## config.mk

```make
export PLATFORM = sky130hd
export DESIGN_NAME = pgm_frame_scanner
export DESIGN_NICKNAME = d
export VERILOG_FILES = /design/src/rtl/pgm_frame_scanner.sv
export SDC_FILE = /design/constraint.sdc
export NUM_CORES = 1
export LEC_CHECK = 0
export CORE_ASPECT_RATIO = 1.75
export CORE_MARGIN = 2
export CORE_UTILIZATION = 42
export DETAILED_ROUTE_END_ITERATION = 6
export PLACE_DENSITY = 0.79
export SLEW_MARGIN = 15
export SYNTH_ARGS = -nofsm -noshare
export SYNTH_HDL_FRONTEND = slang
export SYNTH_SLANG_ARGS = --single-unit
```

## constraint.sdc

```tcl
create_clock -name clk -period 6.28 [get_ports clk]
set_input_delay 1.256 -clock clk [delete_from_list [all_inputs] [get_ports clk]]
set_output_delay 1.256 -clock clk [all_outputs]
set_load 0.02 [all_outputs]
```

## src/rtl/pgm_frame_scanner.sv

```systemverilog
// Raster scanner behind the PGM loader: one read pulse per frame, row/column
// addressing, then a registered pixel stream with sof/eol/eof markers.
// Ports: clk, rstb (async low), start, continuous -> read, row, column;
//        pix_in (from loader) -> pix_out, pix_valid, sof, eol, eof, busy, frame_cnt.
module pgm_frame_scanner #(
  parameter int WIDTH     = 640,
  parameter int HEIGHT    = 512,
  parameter int BPP       = 12,
  parameter int HBLANK    = 16,
  parameter int VBLANK    = 4,
  parameter int LOAD_WAIT = 8
) (
  input  logic                     clk,
  input  logic                     rstb,
  input  logic                     start,
  input  logic                     continuous,
  output logic                     read,
  output logic [$clog2(HEIGHT):0]  row,
  output logic [$clog2(WIDTH):0]   column,
  input  logic [BPP-1:0]           pix_in,
  output logic [BPP-1:0]           pix_out,
  output logic                     pix_valid,
  output logic                     sof,
  output logic                     eol,
  output logic                     eof,
  output logic                     busy,
  output logic [15:0]              frame_cnt
);

  localparam int RW   = $clog2(HEIGHT) + 1;
  localparam int CLW  = $clog2(WIDTH) + 1;
  localparam int M1   = (LOAD_WAIT > HBLANK) ? LOAD_WAIT : HBLANK;
  localparam int MAXC = (M1 > VBLANK) ? M1 : VBLANK;
  localparam int CNTW = $clog2(MAXC + 1);

  typedef enum logic [2:0] {
    S_IDLE, S_LOAD, S_WAIT, S_ACTIVE, S_HBLANK, S_VBLANK
  } state_t;

  state_t            state_q, state_d;
  logic [CNTW-1:0]   cnt_q, cnt_d;
  logic [RW-1:0]     row_q, row_d;
  logic [CLW-1:0]    col_q, col_d;
  logic              read_q, read_d;
  logic [BPP-1:0]    pix_q, pix_d;
  logic              valid_q, valid_d;
  logic              sof_q, sof_d;
  logic              eol_q, eol_d;
  logic              eof_q, eof_d;
  logic              busy_q, busy_d;
  logic [15:0]       fcnt_q, fcnt_d;

  logic active, col_last, row_last;
  logic line_end, frame_end;

  assign active   = (state_q == S_ACTIVE);
  assign col_last = (col_q == CLW'(WIDTH - 1));
  assign row_last = (row_q == RW'(HEIGHT - 1));

  // Line end and frame end are steps, not states: zero-length blanking
  // falls straight through them in the same cycle.
  always_comb begin
    state_d   = state_q;
    cnt_d     = cnt_q;
    row_d     = row_q;
    col_d     = col_q;
    line_end  = 1'b0;
    frame_end = 1'b0;
    unique case (state_q)
      S_IDLE: begin
        if (start) state_d = S_LOAD;
      end
      S_LOAD: begin
        state_d = S_WAIT;
        cnt_d   = CNTW'(LOAD_WAIT - 1);
        col_d   = '0;
      end
      S_WAIT: begin
        if (cnt_q == '0) begin
          state_d = S_ACTIVE;
          row_d   = '0;
          col_d   = '0;
        end else begin
          cnt_d = cnt_q - CNTW'(1);
        end
      end
      S_ACTIVE: begin
        if (col_last) begin
          col_d = '0;
          if (HBLANK > 0) begin
            state_d = S_HBLANK;
            cnt_d   = CNTW'(HBLANK - 1);
          end else begin
            line_end = 1'b1;
          end
        end else begin
          col_d = col_q + CLW'(1);
        end
      end
      S_HBLANK: begin
        if (cnt_q == '0) line_end = 1'b1;
        else cnt_d = cnt_q - CNTW'(1);
      end
      S_VBLANK: begin
        if (cnt_q == '0) frame_end = 1'b1;
        else cnt_d = cnt_q - CNTW'(1);
      end
      default: state_d = S_IDLE;
    endcase

    if (line_end) begin
      if (!row_last) begin
        row_d   = row_q + RW'(1);
        state_d = S_ACTIVE;
      end else if (VBLANK > 0) begin
        state_d = S_VBLANK;
        cnt_d   = CNTW'(VBLANK - 1);
      end else begin
        frame_end = 1'b1;
      end
    end

    if (frame_end) begin
      row_d   = '0;
      state_d = continuous ? S_LOAD : S_IDLE;
    end
  end

  // Pixel path: address driven this cycle, data and markers out next cycle.
  always_comb begin
    read_d  = (state_d == S_LOAD);
    busy_d  = (state_d != S_IDLE);
    valid_d = active;
    pix_d   = active ? pix_in : pix_q;
    sof_d   = active && (row_q == '0) && (col_q == '0);
    eol_d   = active && col_last;
    eof_d   = eol_d && row_last;
    fcnt_d  = fcnt_q + 16'(eof_d);
  end

  always_ff @(posedge clk or negedge rstb) begin
    if (!rstb) begin
      state_q <= S_IDLE;
      cnt_q   <= '0;
      row_q   <= '0;
      col_q   <= '0;
      read_q  <= 1'b0;
      pix_q   <= '0;
      valid_q <= 1'b0;
      sof_q   <= 1'b0;
      eol_q   <= 1'b0;
      eof_q   <= 1'b0;
      busy_q  <= 1'b0;
      fcnt_q  <= '0;
    end else begin
      state_q <= state_d;
      cnt_q   <= cnt_d;
      row_q   <= row_d;
      col_q   <= col_d;
      read_q  <= read_d;
      pix_q   <= pix_d;
      valid_q <= valid_d;
      sof_q   <= sof_d;
      eol_q   <= eol_d;
      eof_q   <= eof_d;
      busy_q  <= busy_d;
      fcnt_q  <= fcnt_d;
    end
  end

  assign read      = read_q;
  assign row       = row_q;
  assign column    = col_q;
  assign pix_out   = pix_q;
  assign pix_valid = valid_q;
  assign sof       = sof_q;
  assign eol       = eol_q;
  assign eof       = eof_q;
  assign busy      = busy_q;
  assign frame_cnt = fcnt_q;

endmodule

```

Yosys cells after proc, flatten, opt, wreduce, memory -nomap -nowiden --
Index checks and enable logic that the tools add are counted.
Operators by class: equal/unequal tests 9, $mul 0, shift operators 0, multiplexer cells 24, bitwise operators 0, $add $sub $neg 4, reductions and logical operators 13, divide/modulo/power cells 0, magnitude comparators 0
Operator list (count):
- $mux W10 | 5
- $pmux W11 S3 | 1
- $mux W11 | 2
- $mux W5 | 4
- $mux W3 | 6
- $add A16 B1 Y16 | 1
- $pmux W3 S5 | 1
- $pmux W5 S3 | 1
- $add A11 B1 Y11 const B | 1
- $eq A11 B10 Y1 const B | 1
- $logic_not A11 Y1 | 1
- $add A10 B1 Y10 const B | 1
- $eq A10 B9 Y1 const B | 1
- $logic_not A10 Y1 | 1
- $eq A3 B1 Y1 const B | 2
- $eq A3 B2 Y1 const B | 2
- $eq A3 B3 Y1 const B | 2
- $reduce_bool A3 Y1 | 2
- $logic_not A5 Y1 | 1
- $sub A5 B1 Y5 const B | 1
- $logic_and A1 B1 Y1 | 4
- $mux W1 | 4
- $logic_not A3 Y1 | 1
- $reduce_or A3 Y1 | 1
- 3 further kinds | 3
Storage, ports and cells: register bits 63, memories kept 0, bits of input ports 16, latch bits 0, memory bits (writable) 0, bits in read-only memories 0, logic and storage cells 62

Depth between registers and ports, before layout --
Gate-level depths: netlist of run 1.
word-level depth 6, depth in mapped cells 12, depth with buffers taken out 11

Least setup slack after synthesis of run 1 --
Ideal clock, no wire load.
path type flip-flop to flip-flop, start register row_q[0], in the netlist row[0], end register fcnt_q[12], in the netlist frame_cnt[12], arrival time 2.391 ns, slack 3.760 ns, clock period less this slack 2.520 ns, stages on the path, launching flop included 11, buffers on the path 0, cell sequence dfrtp_1 ha_1 nand4_1 nor3_1 and2_1 ha_1 ha_1 nand3_1 nor3_1 nand3_1 xnor2_1
Between the ends: word-level cells in the longest chain between the ends 3
Ends and longest elaborated chain:
- start, declared | line 42 | logic [RW-1:0] row_q, row_d;
- start signal, assigned | line 158 | row_q <= row_d;
- $eq A10 B9 Y1 | line 58 | assign row_last = (row_q == RW'(HEIGHT - 1));
- $logic_and A1 B1 Y1 | line 137 | eof_d = eol_d && row_last;
- via eof_d | line 49 | logic eof_q, eof_d;
- $add A16 B1 Y16 | line 138 | fcnt_d = fcnt_q + 16'(eof_d);
- via fcnt_d[12] | line 51 | logic [15:0] fcnt_q, fcnt_d;
- end signal, assigned | line 167 | fcnt_q <= fcnt_d;
- end, declared | line 51
The timed path passes the listed nets, and every way through them passes these cells. A chain may end at the register's enable or synchronous reset.

Final worst setup path of run 1 --
start register state_q[1], end register fcnt_q[12], in the netlist frame_cnt[12]
Between the ends: word-level cells in the longest chain between the ends 4
Ends and longest elaborated chain:
- start, declared | line 40 | state_t state_q, state_d;
- start signal, assigned | line 156 | state_q <= state_d;
- $eq A3 B2 Y1 | line 56 | assign active = (state_q == S_ACTIVE);
- $logic_and A1 B1 Y1 | line 136 | eol_d = active && col_last;
- via eol_d | line 48 | logic eol_q, eol_d;
- $logic_and A1 B1 Y1 | line 137
- via eof_d | line 49
- $add A16 B1 Y16 | line 138
- via fcnt_d[12] | line 51
The timed path passes the listed nets, and every way through them passes these cells.

==> flow_metrics.tcl, run 1 <==
set metrics [dict create \
    required_ns 6.50 \
    cts_tree "done" \
    dieWidth_um 70.42 \
    hp-class "register to register" \
    postCtsSetupRepairBufs 0 \
    clock_skew_ns 0.006455 \
    num-fill-cells 651 \
    clock_latency_ns 0.33 \
    relSlewSlack 0.2492 \
    end_kind "register" \
    firstDrtPassIters 4 \
    synth_flop_cell "dfrtp_1" \
    cap_violations 0 \
    worst-endpoint-arrival_ns 4.19 \
    port_buffers 70 \
    hold_viol 0 \
    r2r-start "state_q[1]" \
    start_kind "register" \
    worstPathBufferInverterCount 1 \
    drc 0 \
    htree_levels 3 \
    placed_area_sq_um 3984 \
    vias_per_cell 5.772 \
    finalSetupViolCount 0 \
    cp.depth 11 \
    yosysTopAreaCell "dfrtp_1" \
    hpwl_mm 5.676 \
    grt_usage 0.2009 \
    yosysWarnings 0 \
    areaGrowthSynthToFinish_pct 34.04 \
    r2r_slack_ns 2.31 \
    synth_area_leaders "dfrtp_1 (49%), nand2_1 (6.5%), nand3_1 (2.9%)" \
    fin_setup_tns_ns 0 \
    period_share 0.6325 \
    final_nets 434 \
    path_clk_slew_ns 0.05 \
    drive_gt1_frac 0.06490 \
    antenna_found_initial 0 \
    async_flop_share 1.000 \
    diodes 0 \
    root_buffer "clkbuf_16" \
    ys_types 53 \
    synth_area_sq_um 3242 \
    maxSlewViolCount 0 \
    synth-seq-cells 63 \
    coreArea_sq_um 7515 \
    grt_pass1_wl_mm 13.45 \
    gp_congestion 0.8324 \
    max_stage_delay_ns 0.89 \
    finalInstanceArea_sq_um 4345 \
    synthesis.nets 367 \
    fin_ws_ns 2.308 \
    post-route-util 0.5783 \
    start_util 0.4314 \
    timing.rr.end "frame_cnt[12]" \
    syn_avg_cell_area_sq_um 9.424 \
    ff2ff_path_depth 11 \
    totalWireLength_mm 8.064 \
    rsz0062_at_grt "false" \
    netlist_instances 344 \
    place_inst 488 \
    dieHeight_um 120.2 \
    critical-path-slowest-cell "inv_1" \
    first_global_vias 2904 \
    die_area_sq_um 8466 \
    cts.sinks 63 \
    cp_common_cell "nand3_1" \
    fin_crit_ns 3.972 \
    final_cells 504 \
    startpoint "state_q[1]" \
    grt_overflow 0 \
    grt_max_degree 64 \
    drt-initial-drc-count 180 \
    rows 42 \
    ys_seq_area_frac 0.4863 \
    ir_drop_mv 0.1762 \
    num_vias 2909 \
    path_delay_family "simple AND/OR/NAND/NOR gates" \
    wl_per_cell_um 16.00 \
    max-clock-path-buffers 2 \
    pin_count 71 \
    synth_edf_count 0 \
    hold_buffers 0 \
    pre_cts_slack_ns 2.328 \
    fmax_mhz 251.7 \
    critPathKind "register to register" \
    p_leak_uw 0.001873 \
    tightest_slew_ns 1.118 \
    power.density_nw_per_um2 364.3 \
    ctsResizeCount 0 \
    cts_buffers 9 \
    status "finished clean" \
    drtAntennaViolNets 0 \
    synth_top_area_share 0.4863 \
    worstSetupEndpoint "frame_cnt[12]" \
    cp_max_fo 31 \
    worstPathCellList "nand3b_1, inv_1, nand3_1, nor2_1, and2_1, ha_1, ha_1, nand3_1, nor3_1, nand3_1, xnor2_1" \
]
-- final cells by class --
| class | instances | area (sq um) | area share |
|---|---|---|---|
| flip-flops and latches | 63 | 1577 | 0.3628 |
| multi-input cells | 253 | 1545 | 0.3556 |
| repair buffers | 71 | 703.2 | 0.1618 |
| clock buffers | 10 | 229.0 | 0.05269 |
| clock inverters | 6 | 132.6 | 0.03052 |
| well taps | 88 | 110.1 | 0.02534 |
| inverters | 13 | 48.80 | 0.01123 |
-- sequential cells by signal, summed over array words and instances, names as in the netlist --
signal     cells
frame_cnt     16
row           10
read           1
pix_out       12
pix_valid      1
busy           1
sof            1
column        11
state_q        3
eol            1
eof            1
cnt_q          5
-- report_power, final --
group / internal (uW) / switching [uW] / leakage, uW
combinational: 186 / 246 / 0.000880
sequential: 471 / 78.4 / 0.000820
clock: 427 / 175 / 0.000173
total: 1080 / 500 / 0.00187
-- synth_stat cells, drive strengths merged (3+ instances only) --
cell	number
nand3b	4
nor3b	3
and3	4
inv	13
and2	3
a311oi	4
nor2	21
nand2	56
nand4	9
and4	3
dfrtp	63
clkbuf	11
a31oi	11
o21ai	20
a21oi	17
xnor2	8
nor4b	4
nor2b	3
o31ai	4
nor4	6
a211oi	3
ha	7
buf	4
or3	4
xor2	7
nor3	8
nand3	19
-- worst min-delay path, delay by kind of cell (launching register included) --
| family | cells | cell delay, ns |
|---|---|---|
| AND/OR/NAND/NOR | 2 | 0.11 |
| flip-flops | 1 | 0.34 |
-- metal layers --
metal  vias up  global-route usage  wire, um
met5         -                   0         0
met4         0              0.1058       294
met3        30             0.05083       442
met2       110              0.3573      4296
met1      1390              0.2146      3032
li1       1379                   -         -
-- stage by stage --
step                      hold slack [ns]  total power (uW)
after floorplan                    0.5603             814.5
after global placement             0.4577             972.3
after detailed placement           0.4675             984.4
after CTS                          0.4798              1594
after global routing               0.5045              1666
final                              0.4763              1583
-- logic make-up (layout without fill, tap and decap cells) --
kind of cell / Yosys count / in the layout / share of synthesized area
muxes: 1 / 1 / 0.003473
xor gates and xnor gates: 15 / 15 / 0.04053
and+or+nand+nor: 156 / 156 / 0.2513
AOI/OAI and AO/OA: 74 / 74 / 0.1544
adders and majority gates: 7 / 7 / 0.02702
DFF: 63 / 63 / 0.4863
buffers and inverters: 28 / 100 / 0.03705
-- how the worst min path moves through the flow --
stage	endpoint	start	depth (start not counted)	slack, ns
final	pix_out[5]	pix_out[5]	2	0.48
after global placement	pix_out[4]	pix_out[4]	2	0.46
after floorplan	cnt_q[4]	cnt_q[4]	1	0.56
after detailed placement	pix_out[0]	pix_out[0]	2	0.47
after global routing	frame_cnt[15]	frame_cnt[15]	1	0.50
after CTS	pix_out[9]	pix_out[9]	2	0.48
-- layout by cell type (no fill, tap or decap), types with 4 or more instances in the layout --
cell and count:
clkdlybuf4s50_1 69, dfrtp_1 63, nand2_1 56, nor2_1 21, nand3_1 19, o21ai_0 19, a21oi_1 17, inv_1 13
a31oi_1 11, nand4_1 9, clkbuf_16 9, nor3_1 8, xnor2_1 8, xor2_1 7, ha_1 7, nor4_1 6
nand3b_1 4, and3_1 4, o31ai_1 4, or3_1 4, bufinv_16 4
(Power assumes the default switching activity.)
==> run 2: changes to the inputs <==
==> constraint.sdc (replaced) <==
create_clock -name clk -period 4.1 [get_ports clk]
set_input_delay 0.82 -clock clk [delete_from_list [all_inputs] [get_ports clk]]
set_output_delay 0.82 -clock clk [all_outputs]
set_load 0.02 [all_outputs]
==> run 2 against run 1 <==
Effect of this change:
- hold slack lost 0.0016 ns
- sequential power grew 53%
- final cell count grew 0.40%
- register-to-register slack lost 1.4 ns
- final area shrank 1.1%
- power grew 43%
- non-clock buffer count grew 2
- maximum frequency grew 24%
- critical path depth is the same
- via count shrank 0.38%
- core utilization shrank 0.63 points
- sequential cell count is the same
==> flow_metrics.tcl, run 2 (same netlist as run 1, synthesis figures left out) <==
set metrics [dict create \
    status "finished clean" \
    cts_tree "done" \
    ir_drop_mv 0.2419 \
    required_ns 4.32 \
    coreArea_sq_um 7515 \
    end_kind "register" \
    max-clock-path-buffers 2 \
    hold_viol 0 \
    busiest_layer "met2" \
    critPathKind "register to register" \
    vias_per_cell 5.727 \
    port_buffers 70 \
    pin_count 71 \
    worstSetupEndpoint "frame_cnt[12]" \
    drtAntennaViolNets 0 \
    root_buffer "clkbuf_16" \
    hold_path_depth 2 \
    path_clk_slew_ns 0.05 \
    cts.sinks 63 \
    largest_reg_flops 16 \
    fin_ws_ns 0.9063 \
    clock_skew_ns 0.007369 \
    r2r-start "state_q[2]" \
    ctsResizeCount 0 \
    totalWireLength_mm 8.189 \
    rsz0062_at_grt "false" \
    drt-initial-drc-count 230 \
    p_switching_uw 763.4 \
    antenna_found_initial 0 \
    maxSlewViolCount 0 \
    cp_common_cell "nand3_1" \
    final_nets 436 \
    start_kind "register" \
    seqPwrFrac 0.372 \
    grt_usage 0.2059 \
    hold_buffers 0 \
    switching_share 0.3383 \
    hp-class "register to register" \
    power.density_nw_per_um2 525.1 \
    cap_violations 0 \
    clkPwrFrac 0.332 \
    drive_gt1_frac 0.07177 \
    grt.met2_usage 0.3644 \
    rows 42 \
    period_share 0.7790 \
    fmax_mhz 313.1 \
    start_util 0.4314 \
    postCtsSetupRepairBufs 0 \
    layout_common_cells "clkdlybuf4s50_1 (69), dfrtp_1 (63), nand2_1 (56)" \
    pre_cts_slack_ns 0.8929 \
    p_leak_uw 0.001853 \
    max_stage_delay_ns 0.65 \
    dieHeight_um 120.2 \
    dieWidth_um 70.42 \
    timing.hold.ws_ns 0.4747 \
    placed_area_sq_um 3999 \
    ff2ff_path_depth 11 \
    hpwl_mm 5.941 \
    grt_max_degree 34 \
    clock_latency_ns 0.33 \
    gp_congestion 0.8688 \
    drc 0 \
    htree_levels 3 \
    relSlewSlack 0.2476 \
    finalPower_uw 2257 \
    worst-endpoint-arrival_ns 3.41 \
    cp_max_fo 25 \
    first_global_vias 2812 \
    tightest_slew_ns 1.120 \
    areaGrowthSynthToFinish_pct 32.57 \
    grt_pass1_wl_mm 13.63 \
    grt_overflow 0 \
    mostFrequentLayoutCell "clkdlybuf4s50_1" \
    wl_per_cell_um 16.18 \
    cts_buffers 9 \
    combPwrFrac 0.297 \
    startpoint "state_q[2]" \
    diodes 0 \
    fin_crit_ns 3.194 \
    finalInstanceArea_sq_um 4298 \
    p_int_uw 1493 \
    finalSetupViolCount 0 \
    num_vias 2898 \
    fin_setup_tns_ns 0 \
    r2r_slack_ns 0.91 \
    die_area_sq_um 8466 \
    use_met3 0.04583 \
    critical-path-slowest-cell "nand3b_1" \
    worstPathCellList "nand3b_1, inv_1, nand3_1, nor2_1, and2_1, ha_1, ha_1, nand3_1, nor3_1, nand3_1, xnor2_1" \
    use_met1 0.2274 \
    timing.rr.end "frame_cnt[12]" \
    firstDrtPassIters 4 \
]
run 2: cell count changes in the layout (fill, tap and decap cells not counted):
cell / before / now
buf_4: 1 / 3
clkbuf_8: 0 / 1
clkinvlp_4: 1 / 2
bufinv_16: 4 / 1
clkbuf_1: 1 / 0
clkinv_2: 1 / 3
run 2: area by class of cell:
cell class	count	area, sq um
well taps	88	110.1
flip-flops and latches	63	1577
clock buffers	10	239.0
clock inverters	6	60.06
multi-input cells	253	1545
inverters	13	48.80
repair buffers	73	718.2
fillers	667	3217
run 2: metal layers:
layer / share of wire / wire, um
met3: 0.038 / 315
met5: 0 / 0
met4: 0.026 / 217
met1: 0.38 / 3152
met2: 0.55 / 4504
run 2: worst min path at each step:
stage / start / end
2_1_floorplan: rstb / busy
5_1_grt: frame_cnt[15] / frame_cnt[15]
3_5_place_dp: pix_out[0] / pix_out[0]
4_1_cts: pix_out[0] / pix_out[0]
6_report: pix_out[5] / pix_out[5]
3_3_place_gp: pix_out[9] / pix_out[9]
run 2: critical path: cells and delay by family (launching register included):
kind          cells  cell delay, ns
xor+xnor          1            0.14
fa+ha+maj         2            0.38
buf+inv           1            0.21
simple gates      7            1.72
flops             1            0.62
run 2: power by group through the flow:
stage	Combinational (uW)	Clock, uW	Sequential [uW]
after floorplan	348	0	900
after global placement	659	0	843
after detailed placement	672	0	849
after CTS	676	763	839
after global routing	744	788	861
final	669	748	839
run 2: per-stage QoR:
stage               cells    util
finish                506  0.5719
global route          506  0.5719
CTS                   506  0.5719
detailed placement    490  0.5321
global placement      490  0.5321
floorplan             344       -
==> run 3: changes to the inputs <==
==> constraint.sdc (replaced) <==
create_clock -name clk -period 3.28 [get_ports clk]
set_input_delay 0.656 -clock clk [delete_from_list [all_inputs] [get_ports clk]]
set_output_delay 0.656 -clock clk [all_outputs]
set_load 0.02 [all_outputs]
==> run 3 against run 2 <==
Effect of this change:
- die area is the same
- core utilization rose by 1.0 points
- final cell count up 0.79%
- via count shrank 0.28%
- hold slack worse by 0.0031 ns
- clock power increased by 46%
- register-to-register slack worse by 0.43 ns
- critical path depth shrank 1
- clock skew increased by 0.00090 ns
- power rose by 33%
- combinational power is 33% higher
==> flow_metrics.tcl, run 3 (same netlist as run 1, synthesis figures left out) <==
set metrics [dict create \
    status "finished clean" \
    fmax_mhz 357.1 \
    hold_viol 0 \
    rsz0062_at_grt "false" \
    wl_per_cell_um 16.45 \
    cap_violations 0 \
    drive_gt1_frac 0.08057 \
    largest_reg_flops 16 \
    cp_max_fo 6 \
    cts_tree "done" \
    end_kind "register" \
    mostFrequentLayoutCell "clkdlybuf4s50_1" \
    port_buffers 70 \
    die_area_sq_um 8466 \
    ctsResizeCount 0 \
    drt-initial-drc-count 229 \
    cts_buffers 9 \
    fin_setup_tns_ns 0 \
    grt_usage 0.2057 \
    worst-endpoint-arrival_ns 3.04 \
    postCtsSetupRepairBufs 0 \
    clock_skew_ns 0.008273 \
    dieHeight_um 120.2 \
    coreArea_sq_um 7515 \
    tightest_slew_ns 0.8104 \
    totalWireLength_mm 8.388 \
    max-clock-path-buffers 2 \
    layout_common_cells "clkdlybuf4s50_1 (69), dfrtp_1 (63), nand2_1 (56)" \
    first_global_vias 2770 \
    startpoint "row[0]" \
    num-fill-cells 656 \
    firstDrtPassIters 4 \
    ir_drop_mv 0.3637 \
    num_vias 2890 \
    path_clk_slew_ns 0.06 \
    r2r-start "row[0]" \
    p_leak_uw 0.001898 \
    hold_buffers 0 \
    required_ns 3.52 \
    drtAntennaViolNets 0 \
    maxSlewViolCount 0 \
    holdCritStartpoint "pix_out[7]" \
    rows 42 \
    antenna_found_initial 0 \
    grt_max_degree 64 \
    cts.sinks 63 \
    root_buffer "clkbuf_16" \
    vias_per_cell 5.667 \
    grt_pass1_wl_mm 13.64 \
    gp_congestion 0.9118 \
    period_share 0.8539 \
    critPathKind "register to register" \
    htree_levels 3 \
    fin_crit_ns 2.801 \
    hp-class "register to register" \
    hpwl_mm 5.986 \
    clock_latency_ns 0.33 \
    hold_path_depth 2 \
    timing.hold.ws_ns 0.4716 \
    grt_overflow 0 \
    finalSetupViolCount 0 \
    drc 0 \
    areaGrowthSynthToFinish_pct 34.97 \
    power.density_nw_per_um2 687.5 \
    pin_count 71 \
    dieWidth_um 70.42 \
    final_nets 440 \
    diodes 0 \
    relSlewSlack 0.4597 \
    ff2ff_path_depth 10 \
    start_util 0.4314 \
    start_kind "register" \
]
[run 3: area by class of cell]
class                   instances  area, sq um  area share
repair buffers                 77        748.2      0.1710
multi-input cells             253         1545      0.3532
clock buffers                  10        239.0     0.05462
clock inverters                 6        107.6     0.02459
inverters                      13        48.80     0.01115
well taps                      88        110.1     0.02516
flip-flops and latches         63         1577      0.3603
[run 3: final timing paths]
check	endpoint	slack [ns]
max in group asynchronous	pix_out[11]	2.25
setup / recovery	frame_cnt[12]	0.48
hold / removal	pix_out[7]	0.47
hold reg to reg	pix_out[7]	0.47
setup reg to reg	frame_cnt[12]	0.48
min in group asynchronous	frame_cnt[5]	0.50
[run 3: layer usage]
metal,part of all wire,global-route usage
met2,0.56,0.3697
met4,0.021,0.08413
met3,0.039,0.03917
met1,0.38,0.2355
met5,0,0
[run 3: report_power, final]
part / internal (uW) / total, uW / switching, uW
clock: 759 / 1090 / 335
combinational: 375 / 889 / 514
sequential: 902 / 1030 / 124
total: 2040 / 3010 / 973
[run 3: per-stage QoR]
| step | instances | cell area, sq um | utilization | setup WS [ns] | total power [uW] |
|---|---|---|---|---|---|
| 3_3_place_gp | 494 | 4029 | 0.5361 | 0.6454 | 1890 |
| 6_report | 510 | 4375 | 0.5823 | 0.4794 | 3008 |
| 3_5_place_dp | 494 | 4029 | 0.5361 | 0.5527 | 1920 |
| 4_1_cts | 510 | 4375 | 0.5823 | 0.4706 | 3019 |
| 5_1_grt | 510 | 4375 | 0.5823 | 0.1925 | 3170 |
| 2_1_floorplan | 344 | 3242 | - | 0.7602 | 1560 |
[run 3: worst max-delay path, cell delays in order, from the launching register on]
cell and delay [ns]:
dfrtp_1 0.42, ha_1 0.26, nand4_1 0.25, nor3_1 0.41, and2_1 0.20, ha_1 0.18
ha_1 0.19, nand3_1 0.16, nor3_1 0.27, nand3_1 0.15, xnor2_1 0.20
